<file path="src/rtl/cordic_pkg.sv">
// Shared constants, FSM state encoding and result payload for the CORDIC sin/cos sequencer.
// Angles are in 0.01 degree units; data is Q1.12 two's complement.
package cordic_pkg;

    localparam int unsigned ANG_W   = 16;
    localparam int unsigned DATA_W  = 14;
    localparam int unsigned ANG_360 = 36000;
    localparam int unsigned ANG_90  = 9000;
    localparam int unsigned ANG_45  = 4500;
    localparam int unsigned K_Q12   = 2487;
    localparam int unsigned Q12_ONE = 4096;

    typedef enum logic [2:0] {
        ST_IDLE,
        ST_REDUCE,
        ST_LAUNCH,
        ST_WAIT,
        ST_OUT
    } sc_state_t;

    typedef struct packed {
        logic signed [DATA_W-1:0] cos_v;
        logic signed [DATA_W-1:0] sin_v;
    } sc_result_t;

    // Rotate the core's first-sector result back into quadrant k.
    function automatic sc_result_t quad_correct(
        input logic [1:0]               k,
        input logic signed [DATA_W-1:0] x,
        input logic signed [DATA_W-1:0] y
    );
        sc_result_t r;
        unique case (k)
            2'd0: begin r.cos_v = x;  r.sin_v = y;  end
            2'd1: begin r.cos_v = -y; r.sin_v = x;  end
            2'd2: begin r.cos_v = -x; r.sin_v = -y; end
            default: begin r.cos_v = y; r.sin_v = -x; end
        endcase
        return r;
    endfunction

endpackage

</file>
<file path="src/rtl/cordic_range_reduce.sv">
// Folds a 0..65535 angle (0.01 deg) into a residual z in [-4500, 4500] plus a quadrant index k.
module cordic_range_reduce
    import cordic_pkg::*;
(
    input  logic [ANG_W-1:0]         angle_i,
    output logic signed [DATA_W-1:0] z_o,
    output logic [1:0]               k_o
);

    logic [ANG_W-1:0] a;
    logic [ANG_W-1:0] r;
    logic [1:0]       k;

    always_comb begin
        // One subtract is enough: 65535 - 36000 is already below 36000.
        a = (angle_i >= ANG_W'(ANG_360)) ? angle_i - ANG_W'(ANG_360) : angle_i;

        if (a >= ANG_W'(3 * ANG_90)) begin
            k = 2'd3;
            r = a - ANG_W'(3 * ANG_90);
        end else if (a >= ANG_W'(2 * ANG_90)) begin
            k = 2'd2;
            r = a - ANG_W'(2 * ANG_90);
        end else if (a >= ANG_W'(ANG_90)) begin
            k = 2'd1;
            r = a - ANG_W'(ANG_90);
        end else begin
            k = 2'd0;
            r = a;
        end

        // Upper half of a quadrant is reached from the next quadrant with a negative residual.
        if (r > ANG_W'(ANG_45)) begin
            z_o = DATA_W'(r - ANG_W'(ANG_90));
            k_o = k + 2'd1;
        end else begin
            z_o = DATA_W'(r);
            k_o = k;
        end
    end

endmodule

</file>
<file path="src/rtl/cordic_sincos_ctrl.sv">
// Sequencer around an iterative rotation-mode CORDIC core: range-reduces the angle, launches
// the core with gain-precompensated x, applies quadrant correction and returns (cos, sin).
module cordic_sincos_ctrl
    import cordic_pkg::*;
#(
    parameter int unsigned TIMEOUT = 32,
    parameter int unsigned K_INIT  = K_Q12
) (
    input  logic                     clk,
    input  logic                     rst,
    input  logic                     in_valid,
    output logic                     in_ready,
    input  logic [ANG_W-1:0]         in_angle,
    output logic                     out_valid,
    input  logic                     out_ready,
    output logic signed [DATA_W-1:0] out_cos,
    output logic signed [DATA_W-1:0] out_sin,
    output logic                     out_err,
    output logic                     cd_start,
    output logic [3:0]               cd_mode,
    output logic signed [DATA_W-1:0] cd_x,
    output logic signed [DATA_W-1:0] cd_y,
    output logic signed [DATA_W-1:0] cd_z,
    input  logic signed [DATA_W-1:0] cd_x_out,
    input  logic signed [DATA_W-1:0] cd_y_out,
    input  logic                     cd_finish
);

    localparam int unsigned CNT_W = $clog2(TIMEOUT + 1);

    sc_state_t                state_q, state_d;
    logic                     in_ready_q, in_ready_d;
    logic [ANG_W-1:0]         angle_q, angle_d;
    logic [1:0]               k_q, k_d;
    logic [CNT_W-1:0]         cnt_q, cnt_d;
    logic                     cd_start_q, cd_start_d;
    logic signed [DATA_W-1:0] cd_x_q, cd_x_d;
    logic signed [DATA_W-1:0] cd_y_q, cd_y_d;
    logic signed [DATA_W-1:0] cd_z_q, cd_z_d;
    logic                     out_valid_q, out_valid_d;
    logic                     out_err_q, out_err_d;
    sc_result_t               res_q, res_d;

    logic signed [DATA_W-1:0] rr_z;
    logic [1:0]               rr_k;
    sc_result_t               corr;

    cordic_range_reduce u_reduce (
        .angle_i (angle_q),
        .z_o     (rr_z),
        .k_o     (rr_k)
    );

    always_ff @(posedge clk) begin
        if (rst) begin
            state_q     <= ST_IDLE;
            in_ready_q  <= 1'b1;
            angle_q     <= '0;
            k_q         <= '0;
            cnt_q       <= '0;
            cd_start_q  <= 1'b0;
            cd_x_q      <= '0;
            cd_y_q      <= '0;
            cd_z_q      <= '0;
            out_valid_q <= 1'b0;
            out_err_q   <= 1'b0;
            res_q       <= '0;
        end else begin
            state_q     <= state_d;
            in_ready_q  <= in_ready_d;
            angle_q     <= angle_d;
            k_q         <= k_d;
            cnt_q       <= cnt_d;
            cd_start_q  <= cd_start_d;
            cd_x_q      <= cd_x_d;
            cd_y_q      <= cd_y_d;
            cd_z_q      <= cd_z_d;
            out_valid_q <= out_valid_d;
            out_err_q   <= out_err_d;
            res_q       <= res_d;
        end
    end

    always_comb begin
        state_d     = state_q;
        angle_d     = angle_q;
        k_d         = k_q;
        cnt_d       = cnt_q;
        cd_start_d  = 1'b0;
        cd_x_d      = cd_x_q;
        cd_y_d      = cd_y_q;
        cd_z_d      = cd_z_q;
        out_valid_d = out_valid_q;
        out_err_d   = out_err_q;
        res_d       = res_q;
        corr        = quad_correct(k_q, cd_x_out, cd_y_out);

        unique case (state_q)
            ST_IDLE: begin
                if (in_valid) begin
                    angle_d = in_angle;
                    state_d = ST_REDUCE;
                end
            end
            // Operands are loaded here so cd_start and the operands appear together in LAUNCH.
            ST_REDUCE: begin
                k_d        = rr_k;
                cd_start_d = 1'b1;
                cd_x_d     = DATA_W'(K_INIT);
                cd_y_d     = '0;
                cd_z_d     = rr_z;
                state_d    = ST_LAUNCH;
            end
            ST_LAUNCH: begin
                cnt_d   = '0;
                state_d = ST_WAIT;
            end
            ST_WAIT: begin
                if (cd_finish) begin
                    res_d       = corr;
                    out_err_d   = 1'b0;
                    out_valid_d = 1'b1;
                    state_d     = ST_OUT;
                end else if (cnt_q == CNT_W'(TIMEOUT - 1)) begin
                    res_d       = '0;
                    out_err_d   = 1'b1;
                    out_valid_d = 1'b1;
                    state_d     = ST_OUT;
                end else begin
                    cnt_d = cnt_q + CNT_W'(1);
                end
            end
            ST_OUT: begin
                if (out_ready) begin
                    out_valid_d = 1'b0;
                    state_d     = ST_IDLE;
                end
            end
            default: state_d = ST_IDLE;
        endcase

        in_ready_d = (state_d == ST_IDLE);
    end

    assign in_ready  = in_ready_q;
    assign out_valid = out_valid_q;
    assign out_err   = out_err_q;
    assign out_cos   = res_q.cos_v;
    assign out_sin   = res_q.sin_v;
    assign cd_start  = cd_start_q;
    assign cd_mode   = 4'd0;
    assign cd_x      = cd_x_q;
    assign cd_y      = cd_y_q;
    assign cd_z      = cd_z_q;

endmodule

</file>
<file path="config.mk">
export PLATFORM = sky130hd
export DESIGN_NAME = cordic_sincos_ctrl
export DESIGN_NICKNAME = d
export VERILOG_FILES = /design/src/rtl/cordic_pkg.sv /design/src/rtl/cordic_range_reduce.sv /design/src/rtl/cordic_sincos_ctrl.sv
export SDC_FILE = /design/constraint.sdc
export NUM_CORES = 1
export LEC_CHECK = 0
export BUFFER_PORTS_ARGS = -buffer_cell sky130_fd_sc_hd__buf_2
export CAP_MARGIN = 30
export CORE_MARGIN = 8
export CORE_UTILIZATION = 45
export CTS_CLUSTER_DIAMETER = 50
export DETAILED_ROUTE_END_ITERATION = 10
export PLACE_DENSITY = 0.67
export SYNTH_ARGS = -nofsm -noshare
export SYNTH_HDL_FRONTEND = slang
export SYNTH_SLANG_ARGS = --single-unit
</file>
<file path="constraint.sdc">
create_clock -name clk -period 13.4 [get_ports clk]
set_input_delay 0 -clock clk [delete_from_list [all_inputs] [get_ports clk]]
set_output_delay 0 -clock clk [all_outputs]
set_load 0.005 [all_outputs]
</file>
# Word-level counts from Yosys, hierarchy flattened
# Index checks and enable logic that the tools add are counted.
# word_totals
reg_bits,74
input_bits,49
out_inout_bits,78
wordCells,73
# classes
add_sub_neg,9
order_cmp,5
n_eq_ne,11
n_mux,26
n_reduce_logical,10
# ops
cell,count
case mux 28 bit (3 select lines),1
2-to-1 mux 16 bit,4
2-to-1 mux 28 bit,2
">= comparator 16 x 15 -> 1 bit, second input constant",2
"subtractor 16 x 15 -> 16 bit, second input constant",2
negation 14 bit,2
">= comparator 16 x 14 -> 1 bit, second input constant",1
">= comparator 16 bit, second input constant",1
"greater-than comparator 16 x 13 -> 1 bit, second input constant",1
"subtractor 16 x 14 -> 16 bit, second input constant",1
"subtractor 16 bit, second input constant",1
case mux 3 bit (5 select lines),1
2-to-1 mux 14 bit,1
"subtractor 14 bit, second input constant",1
2-to-1 mux 3 bit,4
2-to-1 mux 6 bit,2
case mux 6 bit (2 select lines),1
"adder 6 x 1 -> 6 bit, second input constant",1
"== test 3 x 2 -> 1 bit, second input constant",2
"== test 6 x 5 -> 1 bit, second input constant",1
logical NOT 3 bit,2
2-to-1 mux 1 bit,6
2-to-1 mux 2 bit,3
"!= test 2 bit, second input constant",3
11 further kinds,15

# Depth between registers and ports, before layout
# Gate-level depths: netlist of run 1.
# logic_depth
word_depth,8
ltp_mapped,25
ltp_nobuf,23

# Modules after synthesis
# From an unflattened synthesis of run 1, not the netlist that was laid out.
# unflattened
hier_cells,825
area_unflattened_um2,6336.1
# modules_own_cells
mod,instances,cells_each,area_each_um2,seq_area_each_um2
cordic_sincos_ctrl,1,539,4322.9,1481.4
cordic_range_reduce,1,286,2013.2,0.0

# Least setup slack after synthesis of run 1
# OpenSTA, ideal clock, no wires.
# synth_timing
path_kind,register to register
from,register angle_q[3]
to,register cd_z_q[4] (netlist: cd_z[4])
setup_time_ns,0.092
t_arrival_ns,4.898
t_required_ns,13.308
slack_ns,8.410
path_stages_with_launch,24
n_path_buf,3
synth_period_minus_slack_ns,4.990
path_cell_list,dfxtp_1 clkbuf_1 inv_1 ha_1 and3_1 a211oi_4 o211ai_1 and2_1 inv_1 ha_1 nand2b_1 o21ai_0 a21oi_1 o221ai_1 o311a_4 o41a_1 buf_2 nor3_1 or4_4 a2111oi_4 nand4_2 buf_6 and3_1 o32ai_1
# synth_via
elab_chain_len,8
word_cells_on_any_way,15
cone_classes,5 x add/sub; 5 x order compare; 5 x mux
# synth_lines
element,line,text
start: declaration,cordic_sincos_ctrl.sv:33,"logic [ANG_W-1:0] angle_q, angle_d;"
start signal: assignment,cordic_sincos_ctrl.sv:71,angle_q <= angle_d;
subtractor 16 bit or >= comparator 16 bit (tied branches),cordic_range_reduce.sv:16,a = (angle_i >= ANG_W'(ANG_360)) ? angle_i - ANG_W'(ANG_360) : angle_i;
2-to-1 mux 16 bit (*),cordic_range_reduce.sv:16,
subtractor 16 x 14 -> 16 bit or >= comparator 16 x 14 -> 1 bit (tied branches),"cordic_range_reduce.sv:26, cordic_range_reduce.sv:24",
2-to-1 mux 16 bit,cordic_range_reduce.sv:24,end else if (a >= ANG_W'(ANG_90)) begin
2-to-1 mux 16 bit,cordic_range_reduce.sv:21,end else if (a >= ANG_W'(2 * ANG_90)) begin
2-to-1 mux 16 bit (*),cordic_range_reduce.sv:18,if (a >= ANG_W'(3 * ANG_90)) begin
subtractor 14 bit or greater-than comparator 16 x 13 -> 1 bit (tied branches),"cordic_range_reduce.sv:34, cordic_range_reduce.sv:33",
2-to-1 mux 14 bit (*),cordic_range_reduce.sv:33,if (r > ANG_W'(ANG_45)) begin
end signal: assignment,cordic_sincos_ctrl.sv:77,cd_z_q <= cd_z_d;
end: declaration,cordic_sincos_ctrl.sv:39,"logic signed [DATA_W-1:0] cd_z_q, cd_z_d;"
# Every way passes the cells marked *; elsewhere a longest branch is shown, timed or not.
# A chain may end at the register's enable or synchronous reset.

# Worst setup path in the final report of run 1
# layout_timing
from,register angle_q[4]
to,register cd_z_q[12] (netlist: cd_z[12])
# The elaborated chain is that of the path after synthesis.

==> results of run 1 <==
[cells by family (layout without fill, tap and decap cells)]
logic type / count (synthesis) / count (layout) / synth area share
and+or+nand+nor: 336 / 336 / 0.247
xor gates and xnor gates: 25 / 25 / 0.0337
adders and majority gates: 13 / 13 / 0.0250
muxes: 12 / 12 / 0.0231
other: 1 / 25 / 0.000576
buffers and inverters: 114 / 166 / 0.0892
AOI/OAI and AO/OA: 324 / 324 / 0.354
DFF: 74 / 74 / 0.228
[per-stage QoR]
stage / hold slack, ns / utilization / area, µm² / cells
floorplan: 0.0880 / - / 6590 / 922
detailed placement: 0.246 / 0.483 / 6920 / 1125
CTS: 0.0446 / 0.516 / 7390 / 1158
global placement: 0.248 / 0.481 / 6890 / 1124
global route: 0.120 / 0.517 / 7390 / 1159
finish: 0.0509 / 0.517 / 7390 / 1159
[layer usage]
layer | vias up | GRT usage
li1 | 3428 | -
met1 | 3350 | 0.273
met2 | 292 | 0.359
met3 | 41 | 0.0436
met4 | 0 | 0.0872
met5 | - | 0
[worst min-delay path, cell delays in order]
cell	delay, ns
buf_2	0.11
nand2_1	0.06
o21ai_0	0.06
a22oi_1	0.06
nor2_1	0.07
[timing repair]
| action | 4_1_cts | 5_1_grt |
|---|---|---|
| endpoints found under the hold margin | 19 | 0 |
| hold buffers | 18 | 0 |
| resized for setup | 0 | 0 |
| setup buffers | 0 | 0 |
[flip-flops by register name, indices dropped and copies added, names as in the netlist, 2 cells and up]
name     flops
angle_q     16
cd_z        14
out_cos     14
out_sin     14
cnt_q        6
state_q      3
k_q          2
[worst min path at each step]
stage / from / endpoint / slack [ns] / cells after the start
4_1_cts: cd_x_out[0] / out_sin[0] / 0.04 / 5
5_1_grt: cd_y_out[0] / out_cos[0] / 0.12 / 5
3_5_place_dp: in_angle[15] / angle_q[15] / 0.25 / 3
3_3_place_gp: in_angle[1] / angle_q[1] / 0.25 / 3
6_report: cd_x_out[0] / out_sin[0] / 0.05 / 5
2_1_floorplan: rst / state_q[0] / 0.09 / 1
[cell type report]
cell class	instances	area (µm²)
fill	1422	6920
multi-input combinational	734	4530
sequential	74	1480
timing repair buffer	127	763
clock buffer	11	243
tap	184	230
inverter	24	90.1
clock inverter	4	52.6
antenna	1	2.50
[synthesized netlist by cell type (5+ instances only)]
library cell / count
nand3_1: 40
o21ai_1: 5
or4_1: 6
nand2_1: 121
and3_1: 8
a22oi_1: 10
a32oi_1: 15
xnor2_1: 18
clkbuf_1: 42
mux2i_1: 6
o211ai_1: 25
buf_2: 8
dfxtp_1: 74
xor2_1: 7
nor2_1: 71
a32o_1: 5
nor3_1: 24
o21ai_0: 77
a31oi_1: 11
ha_1: 13
buf_1: 5
nand2b_1: 10
and2_1: 5
a21o_1: 9
a21oi_1: 70
o31ai_1: 9
or3_1: 15
nand4_1: 5
inv_1: 22
o21a_1: 9
buf_4: 32
a211oi_1: 10
[power breakdown]
part / switching [µW] / leakage, µW / internal (µW)
Sequential: 16.9 / 0.000602 / 235
Clock: 101 / 0.000146 / 149
Combinational: 195 / 0.00211 / 112
Total: 313 / 0.00286 / 496
==> impl_metrics.py, run 1 <==
metrics = {
    "synthesis": {
        "synth_top_area_cell": "dfxtp_1",
        "yosys_warnings": 0,
        "syn_inst": 899,
        "synth_ff_type": "dfxtp_1",
        "ys_top_cells_by_area": "dfxtp_1, nand2_1, o21ai_0, a21oi_1, nor2_1",
        "yosys.area.top_type_share": 0.228,
        "syn_area_per_cell_um2": 7.24,
        "synth_edf_count": 0,
        "synth-seq-cells": 74,
        "syn-cell-area_um2": 6500,
        "synthDistinctLibCells": 97,
        "synthArstFlopShare": 0,
        "yosysSeqAreaShare": 0.228,
    },
    "sta": {
        "setup_violations": 0,
        "drv_slew": 0,
        "fmax_ghz": 0.168,
        "finalSetupTns_ns": 0,
        "worst_pin_slew_ns": 0.909,
        "slew_headroom": 0.392,
        "rsz0062_at_grt": "false",
        "fin_worst_skew_ns": 0.0102,
        "hold_viol": 0,
        "min_period_ns": 5.96,
        "setup_slack_ns": 7.44,
        "fin_crit_sh": 0.445,
    },
    "cts": {
        "cts_buffers": 9,
        "cts_buffer_depth": 2,
        "cts_sinks": 74,
        "clock_latency_ns": 0.35,
        "htree_levels": 3,
        "cts.clk_slew.worst_paths_ns": 0.06,
        "cts_tree": "yes",
        "cts_root_buf": "clkbuf_16",
    },
    "route": {
        "firstDrtPassIters": 7,
        "dr_wl_met3_um": 1410,
        "wl_met1_um": 8950,
        "viasPerCell": 6.14,
        "route.top_layer_used": "met4",
        "drt-initial-drc-count": 623,
        "wl_per_cell_um": 18.0,
        "detail-route-antenna-nets": 0,
        "vias": 7111,
        "routed-wl-met2_um": 10000,
        "wl_um": 20900,
        "route.detailed.drc": 0,
    },
    "setup_path": {
        "path_cells": "inv_1 > ha_1 > and3_1 > a211oi_4 > o211ai_1 > and2_1 > ha_1 > a21oi_1 > nand3_1 > o21ai_1 > o21ai_0 > a21oi_1 > o21ai_1 > a31o_2 > a2111oi_0 > nand4_2 > o21a_2 > and4_1 > o31ai_1",
        "required_ns": 13.67,
        "crit_family": "compound AO/OA/AOI/OAI gates",
        "critical_path_class": "reg2reg",
        "cp_slowest_cell": "a21oi_1",
        "path_max_fanout": 13,
        "r2r-start": "angle_q[4]",
        "critPathMaxStageDelay_ns": 0.62,
        "crit_path_start_kind": "register",
        "ff2ff_setup_slack_ns": 7.44,
        "worst_r2r_endpoint": "cd_z[12]",
        "reg2regPathDepth": 19,
        "path_buf_inv": 1,
        "critPathLaunch": "angle_q[4]",
        "worstPathArrival_ns": 6.23,
        "endpoint_kind": "register",
        "cp_num_cells": 19,
        "cp-endpoint": "cd_z[12]",
    },
    "global_routing": {
        "grt_usage": 0.218,
        "antenna_found_initial": 1,
        "gr-total-overflow": 0,
        "grt_pass1_wl_um": 32800,
        "grt_max_degree": 63,
        "grt_pass1_vias": 6445,
    },
    "floorplan": {
        "dieArea_um2": 18600,
        "start_util": 0.454,
        "die_y_um": 136,
        "rows": 44,
        "design.core.area_um2": 14300,
        "die_w_um": 136,
        "io_pins": 127,
    },
    "placement": {
        "dp_hpwl_um": 15300,
        "dp_worst_setup_slack_ns": 7.58,
        "portBuffers": 102,
        "place.gp.congestion": 0.967,
    },
    "status": {
        "status": "complete, no violations",
    },
    "cells_and_area": {
        "final_cell_mix": "nand2_1, buf_2, o21ai_0",
        "drive_gt1_frac": 0.175,
        "layout_commonest_cell": "nand2_1",
        "nNetsFinal": 1032,
        "syn_to_final_growth_pct": 13.7,
    },
    "pwr": {
        "power_uw": 808,
        "p_leak_uw": 0.00286,
        "peakVddDrop_mv": 0.0723,
        "power_per_cell_area_nw_per_um2": 109,
    },
    "hold_path": {
        "worstHoldPathType": "in2reg",
    },
    "job": {
        "drv_cap": 0,
    },
}
(Power assumes the default switching activity.)
==> run 2: changes to the inputs <==
==> constraint.sdc (replaced) <==
create_clock -name clk -period 5.92 [get_ports clk]
set_input_delay 0 -clock clk [delete_from_list [all_inputs] [get_ports clk]]
set_output_delay 0 -clock clk [all_outputs]
set_load 0.005 [all_outputs]
==> impl_metrics.py, run 2 (same netlist as run 1, synthesis figures left out) <==
metrics = {
    "status": {
        "status": "complete, no violations",
    },
    "setup_path": {
        "r2r-start": "angle_q[4]",
        "crit_family": "compound AO/OA/AOI/OAI gates",
        "path_buf_inv": 3,
        "critical_path_class": "reg2reg",
        "path_cells": "inv_1 > ha_1 > nand3_1 > o211ai_4 > o211ai_1 > and2_1 > inv_1 > ha_1 > o21ai_0 > a21oi_1 > o221ai_1 > o311a_4 > o41ai_4 > buf_4 > nor4_2 > or4_4 > a2111oi_4 > nand4_4 > o21a_2 > and4_1 > o31ai_1",
        "cp_num_cells": 21,
        "critPathLaunch": "angle_q[4]",
        "worst_r2r_endpoint": "cd_z[12]",
        "ff2ff_setup_slack_ns": 0.43,
        "crit_path_start_kind": "register",
        "path_max_fanout": 17,
        "worstPathArrival_ns": 5.76,
        "cp_slowest_cell": "a2111oi_4",
        "required_ns": 6.19,
        "cp-endpoint": "cd_z[12]",
        "reg2regPathDepth": 21,
        "endpoint_kind": "register",
        "critPathMaxStageDelay_ns": 0.53,
    },
    "floorplan": {
        "design.core.area_um2": 14300,
        "dieArea_um2": 18600,
        "die_w_um": 136,
        "start_util": 0.454,
        "rows": 44,
        "die_y_um": 136,
        "io_pins": 127,
    },
    "sta": {
        "min_period_ns": 5.49,
        "fin_worst_skew_ns": 0.00970,
        "setup_violations": 0,
        "fin_crit_sh": 0.928,
        "slew_headroom": 0.521,
        "hold_viol": 0,
        "setup_slack_ns": 0.426,
        "finalSetupTns_ns": 0,
        "drv_slew": 0,
        "worst_pin_slew_ns": 0.701,
        "fmax_ghz": 0.182,
        "rsz0062_at_grt": "false",
    },
    "pwr": {
        "peakVddDrop_mv": 0.148,
        "p_leak_uw": 0.00297,
        "power_uw": 1930,
        "power_per_cell_area_nw_per_um2": 255,
    },
    "route": {
        "detail-route-antenna-nets": 0,
        "firstDrtPassIters": 5,
        "viasPerCell": 6.10,
        "wl_per_cell_um": 18.1,
        "route.detailed.drc": 0,
        "vias": 7184,
        "drt-initial-drc-count": 660,
        "wl_um": 21300,
    },
    "cts": {
        "cts_sinks": 74,
        "cts_buffer_depth": 2,
        "cts_tree": "yes",
        "htree_levels": 3,
        "cts.clk_slew.worst_paths_ns": 0.06,
        "cts_buffers": 9,
        "clock_latency_ns": 0.35,
        "cts_root_buf": "clkbuf_16",
    },
    "placement": {
        "dp_hpwl_um": 15700,
        "portBuffers": 102,
        "dp_worst_setup_slack_ns": 0.403,
        "place.gp.congestion": 0.942,
    },
    "job": {
        "drv_cap": 0,
    },
    "global_routing": {
        "grt_pass1_wl_um": 34300,
        "grt_usage": 0.227,
        "grt_pass1_vias": 6566,
        "gr-total-overflow": 0,
        "grt_max_degree": 63,
        "antenna_found_initial": 0,
    },
    "cells_and_area": {
        "largest_reg_flops": 16,
        "antennaDiodeCount": 0,
        "layout_commonest_cell": "nand2_1",
        "syn_to_final_growth_pct": 16.7,
        "top_register": "angle_q",
        "nNetsFinal": 1051,
        "final_cell_mix": "nand2_1, buf_2, o21ai_0",
        "drive_gt1_frac": 0.191,
    },
    "hold_path": {
        "worstHoldPathType": "in2reg",
    },
}
==> run 2: layer usage <==
layer / vias to the layer above / global-route usage / wire length [µm]
met5: - / 0 / 0
met4: 0 / 0.0891 / 597
met3: 51 / 0.0576 / 1610
met2: 299 / 0.361 / 9960
met1: 3351 / 0.288 / 9160
li1: 3483 / - / -
==> run 2: area by class of cell <==
type / count / area [µm²]
Inverter: 24 / 90.1
Tap cell: 184 / 230
Fill cell: 1466 / 6720
Multi-Input combinational cell: 734 / 4540
Sequential cell: 74 / 1480
Clock inverter: 6 / 113
Timing Repair Buffer: 146 / 906
Clock buffer: 10 / 229
==> run 2: how the worst min path moves through the flow <==
stage,from,endpoint,slack [ns],depth (start not counted)
final,cd_y_out[0],out_cos[0],0.06,5
after floorplan,rst,state_q[0],0.09,1
after global placement,in_angle[2],angle_q[2],0.25,3
after CTS,cd_y_out[0],out_cos[0],0.04,5
after global routing,cd_y_out[0],out_cos[0],0.1,5
after detailed placement,in_angle[9],angle_q[9],0.25,3
==> run 2: tightest hold or removal path, cell delays in order <==
cell     delay [ns]
buf_2          0.11
nand2_1        0.05
o21ai_0        0.06
a22oi_1        0.06
nor2_1         0.07
==> run 2: power by group <==
group	total [µW]	internal [µW]	leakage, µW	switching (µW)
Sequential	569	531	0.000602	38.1
Clock	640	413	0.000167	227
Combinational	723	271	0.00220	452
==> run 2: what timing repair did <==
item | CTS | global route
setup buffers | 0 | 3
gates resized for setup | 0 | 2
endpoints found under the setup margin | 0 | 2
hold buffers | 18 | 0
endpoints found under the hold margin | 18 | 0
==> run 2: stage by stage <==
step            util  cell area (µm²)  hold slack [ns]  std cells
5_1_grt        0.530             7590           0.0993       1178
3_5_place_dp   0.492             7040            0.250       1141
6_report       0.530             7590           0.0570       1178
2_1_floorplan      -             6590           0.0880        922
3_3_place_gp   0.490             7010            0.246       1140
4_1_cts        0.528             7560           0.0426       1175
==> run 3: changes to the inputs <==
--- a/config.mk
+++ b/config.mk
@@ -11,7 +11,7 @@
 export CORE_UTILIZATION = 45
 export CTS_CLUSTER_DIAMETER = 50
 export DETAILED_ROUTE_END_ITERATION = 10
-export PLACE_DENSITY = 0.67
+export PLACE_DENSITY = 0.7
 export SYNTH_ARGS = -nofsm -noshare
 export SYNTH_HDL_FRONTEND = slang
 export SYNTH_SLANG_ARGS = --single-unit
==> constraint.sdc (replaced) <==
create_clock -name clk -period 4.8 [get_ports clk]
set_input_delay 0 -clock clk [delete_from_list [all_inputs] [get_ports clk]]
set_output_delay 0 -clock clk [all_outputs]
set_load 0.005 [all_outputs]
==> impl_metrics.py, run 3 (same netlist as run 1, synthesis figures left out) <==
metrics = {
    "sta": {
        "drv_slew": 0,
        "worst_pin_slew_ns": 0.693,
        "setup_slack_ns": 0.237,
        "finalSetupTns_ns": 0,
        "min_period_ns": 4.56,
        "hold_viol": 0,
        "setup_violations": 0,
        "fin_crit_sh": 0.951,
        "rsz0062_at_grt": "true",
        "fmax_ghz": 0.219,
        "fin_worst_skew_ns": 0.00768,
        "slew_headroom": 0.538,
    },
    "route": {
        "vias": 7272,
        "detail-route-antenna-nets": 0,
        "firstDrtPassIters": 6,
        "viasPerCell": 5.98,
        "wl_per_cell_um": 17.5,
        "drt-initial-drc-count": 722,
        "wl_um": 21300,
        "route.detailed.drc": 0,
    },
    "floorplan": {
        "rows": 44,
        "die_w_um": 136,
        "dieArea_um2": 18600,
        "start_util": 0.454,
        "die_y_um": 136,
        "io_pins": 127,
        "design.core.area_um2": 14300,
    },
    "cts": {
        "cts.clk_slew.worst_paths_ns": 0.06,
        "htree_levels": 3,
        "cts_buffers": 9,
        "cts_tree": "yes",
        "cts_root_buf": "clkbuf_16",
        "clock_latency_ns": 0.35,
        "cts_sinks": 74,
        "cts_buffer_depth": 2,
    },
    "setup_path": {
        "required_ns": 5.08,
        "path_max_fanout": 7,
        "endpoint_kind": "register",
        "crit_path_start_kind": "register",
        "critical_path_class": "reg2reg",
        "worstPathArrival_ns": 4.85,
    },
    "placement": {
        "dp_hpwl_um": 15800,
        "dpl-instance-area_um2": 7320,
        "dp_worst_setup_slack_ns": 0.0268,
        "place.gp.congestion": 0.965,
        "dpl.cell_count": 1179,
        "portBuffers": 102,
    },
    "pwr": {
        "peakVddDrop_mv": 0.149,
        "power_per_cell_area_nw_per_um2": 306,
        "p_leak_uw": 0.00316,
    },
    "cells_and_area": {
        "final_cell_mix": "nand2_1, buf_2, o21ai_0",
        "drive_gt1_frac": 0.240,
        "largest_reg_flops": 16,
        "top_register": "angle_q",
        "nNetsFinal": 1090,
        "fin_cells": 1217,
        "layout_commonest_cell": "nand2_1",
        "fill_cells": 1394,
        "final_area_um2": 7930,
        "syn_to_final_growth_pct": 21.9,
    },
    "status": {
        "status": "complete, no violations",
    },
    "global_routing": {
        "grt_pass1_vias": 6794,
        "grt_usage": 0.226,
        "grt_max_degree": 63,
        "antenna_found_initial": 0,
        "grt_pass1_wl_um": 34200,
        "gr-total-overflow": 0,
    },
    "hold_path": {
        "worstHoldPathType": "in2reg",
    },
    "job": {
        "drv_cap": 0,
    },
}
## run 3: cell types whose count changed in the layout (fill, tap and decap cells not counted), sizes merged
cell         previous run  this run
clkinv                  4         5
a221o                   2         3
inv                    23        22
dlygate4sd3            18        16
buf                   128       168
clkbuf                 10        11
diode                   0         1
bufinv                  3         1
## run 3: layer usage
metal	GRT usage	part of all wire	vias to the layer above
met1	0.278	0.42	3380
met3	0.0506	0.073	49
met2	0.376	0.48	294
li1	-	-	3549
met4	0.0909	0.026	0
met5	0	0	-
## run 3: worst max-delay path, stage by stage (launching register included)
cell,delay [ns]
dfxtp_1,0.31
inv_1,0.09
ha_1,0.17
and3_1,0.22
a211oi_4,0.08
o211ai_1,0.23
and2_4,0.22
ha_1,0.21
nand2_1,0.12
o221ai_1,0.23
a22oi_2,0.11
o21a_1,0.22
a22oi_2,0.37
buf_4,0.22
a32o_1,0.16
a21oi_1,0.10
a211oi_2,0.36
o21ai_2,0.17
a221o_2,0.42
buf_4,0.16
a41o_1,0.20
a31oi_1,0.12
## run 3: area by class of cell
cell class | instances | area (µm²) | area share
inverter | 24 | 90.1 | 0.0114
sequential | 74 | 1480 | 0.187
clock buffer | 11 | 243 | 0.0306
tap | 184 | 230 | 0.0290
multi-input combinational | 735 | 4650 | 0.586
clock inverter | 4 | 52.6 | 0.00662
timing repair buffer | 184 | 1190 | 0.150
antenna | 1 | 2.50 | 0.000315
## run 3: per-stage QoR
step	power [µW]	util	hold WS, ns
global route	2560	0.554	0.0114
finish	2420	0.554	0.0192
floorplan	1350	-	0.0880
global placement	1620	0.510	0.245
detailed placement	1620	0.512	0.249
CTS	2330	0.544	0.00374
## run 3: what timing repair did
action	4_1_cts	5_1_grt
buffers inserted	1	4
pin swaps	1	7
hold buffers	16	0
gates resized for setup	0	28
gates cloned	0	1
endpoints found under the hold margin	16	0
endpoints found under the setup margin	1	13
## run 3: report_power, final
group | total [µW] | switching [µW] | leakage (µW) | internal [µW]
clock | 691 | 276 | 0.000146 | 415
sequential | 684 | 28.6 | 0.000602 | 655
combinational | 1050 | 620 | 0.00242 | 429
total | 2420 | 925 | 0.00316 | 1500
## run 3: path summary, 6_finish.rpt
check	endpoint	startpoint	slack, ns	cells past startpoint
worst max-delay path	k_q[1]	angle_q[6]	0.24	21
worst min-delay path	out_valid	out_ready	0.02	4
worst max register to register	k_q[1]	angle_q[6]	0.24	21
worst min register to register	out_sin[13]	out_sin[13]	0.45	2
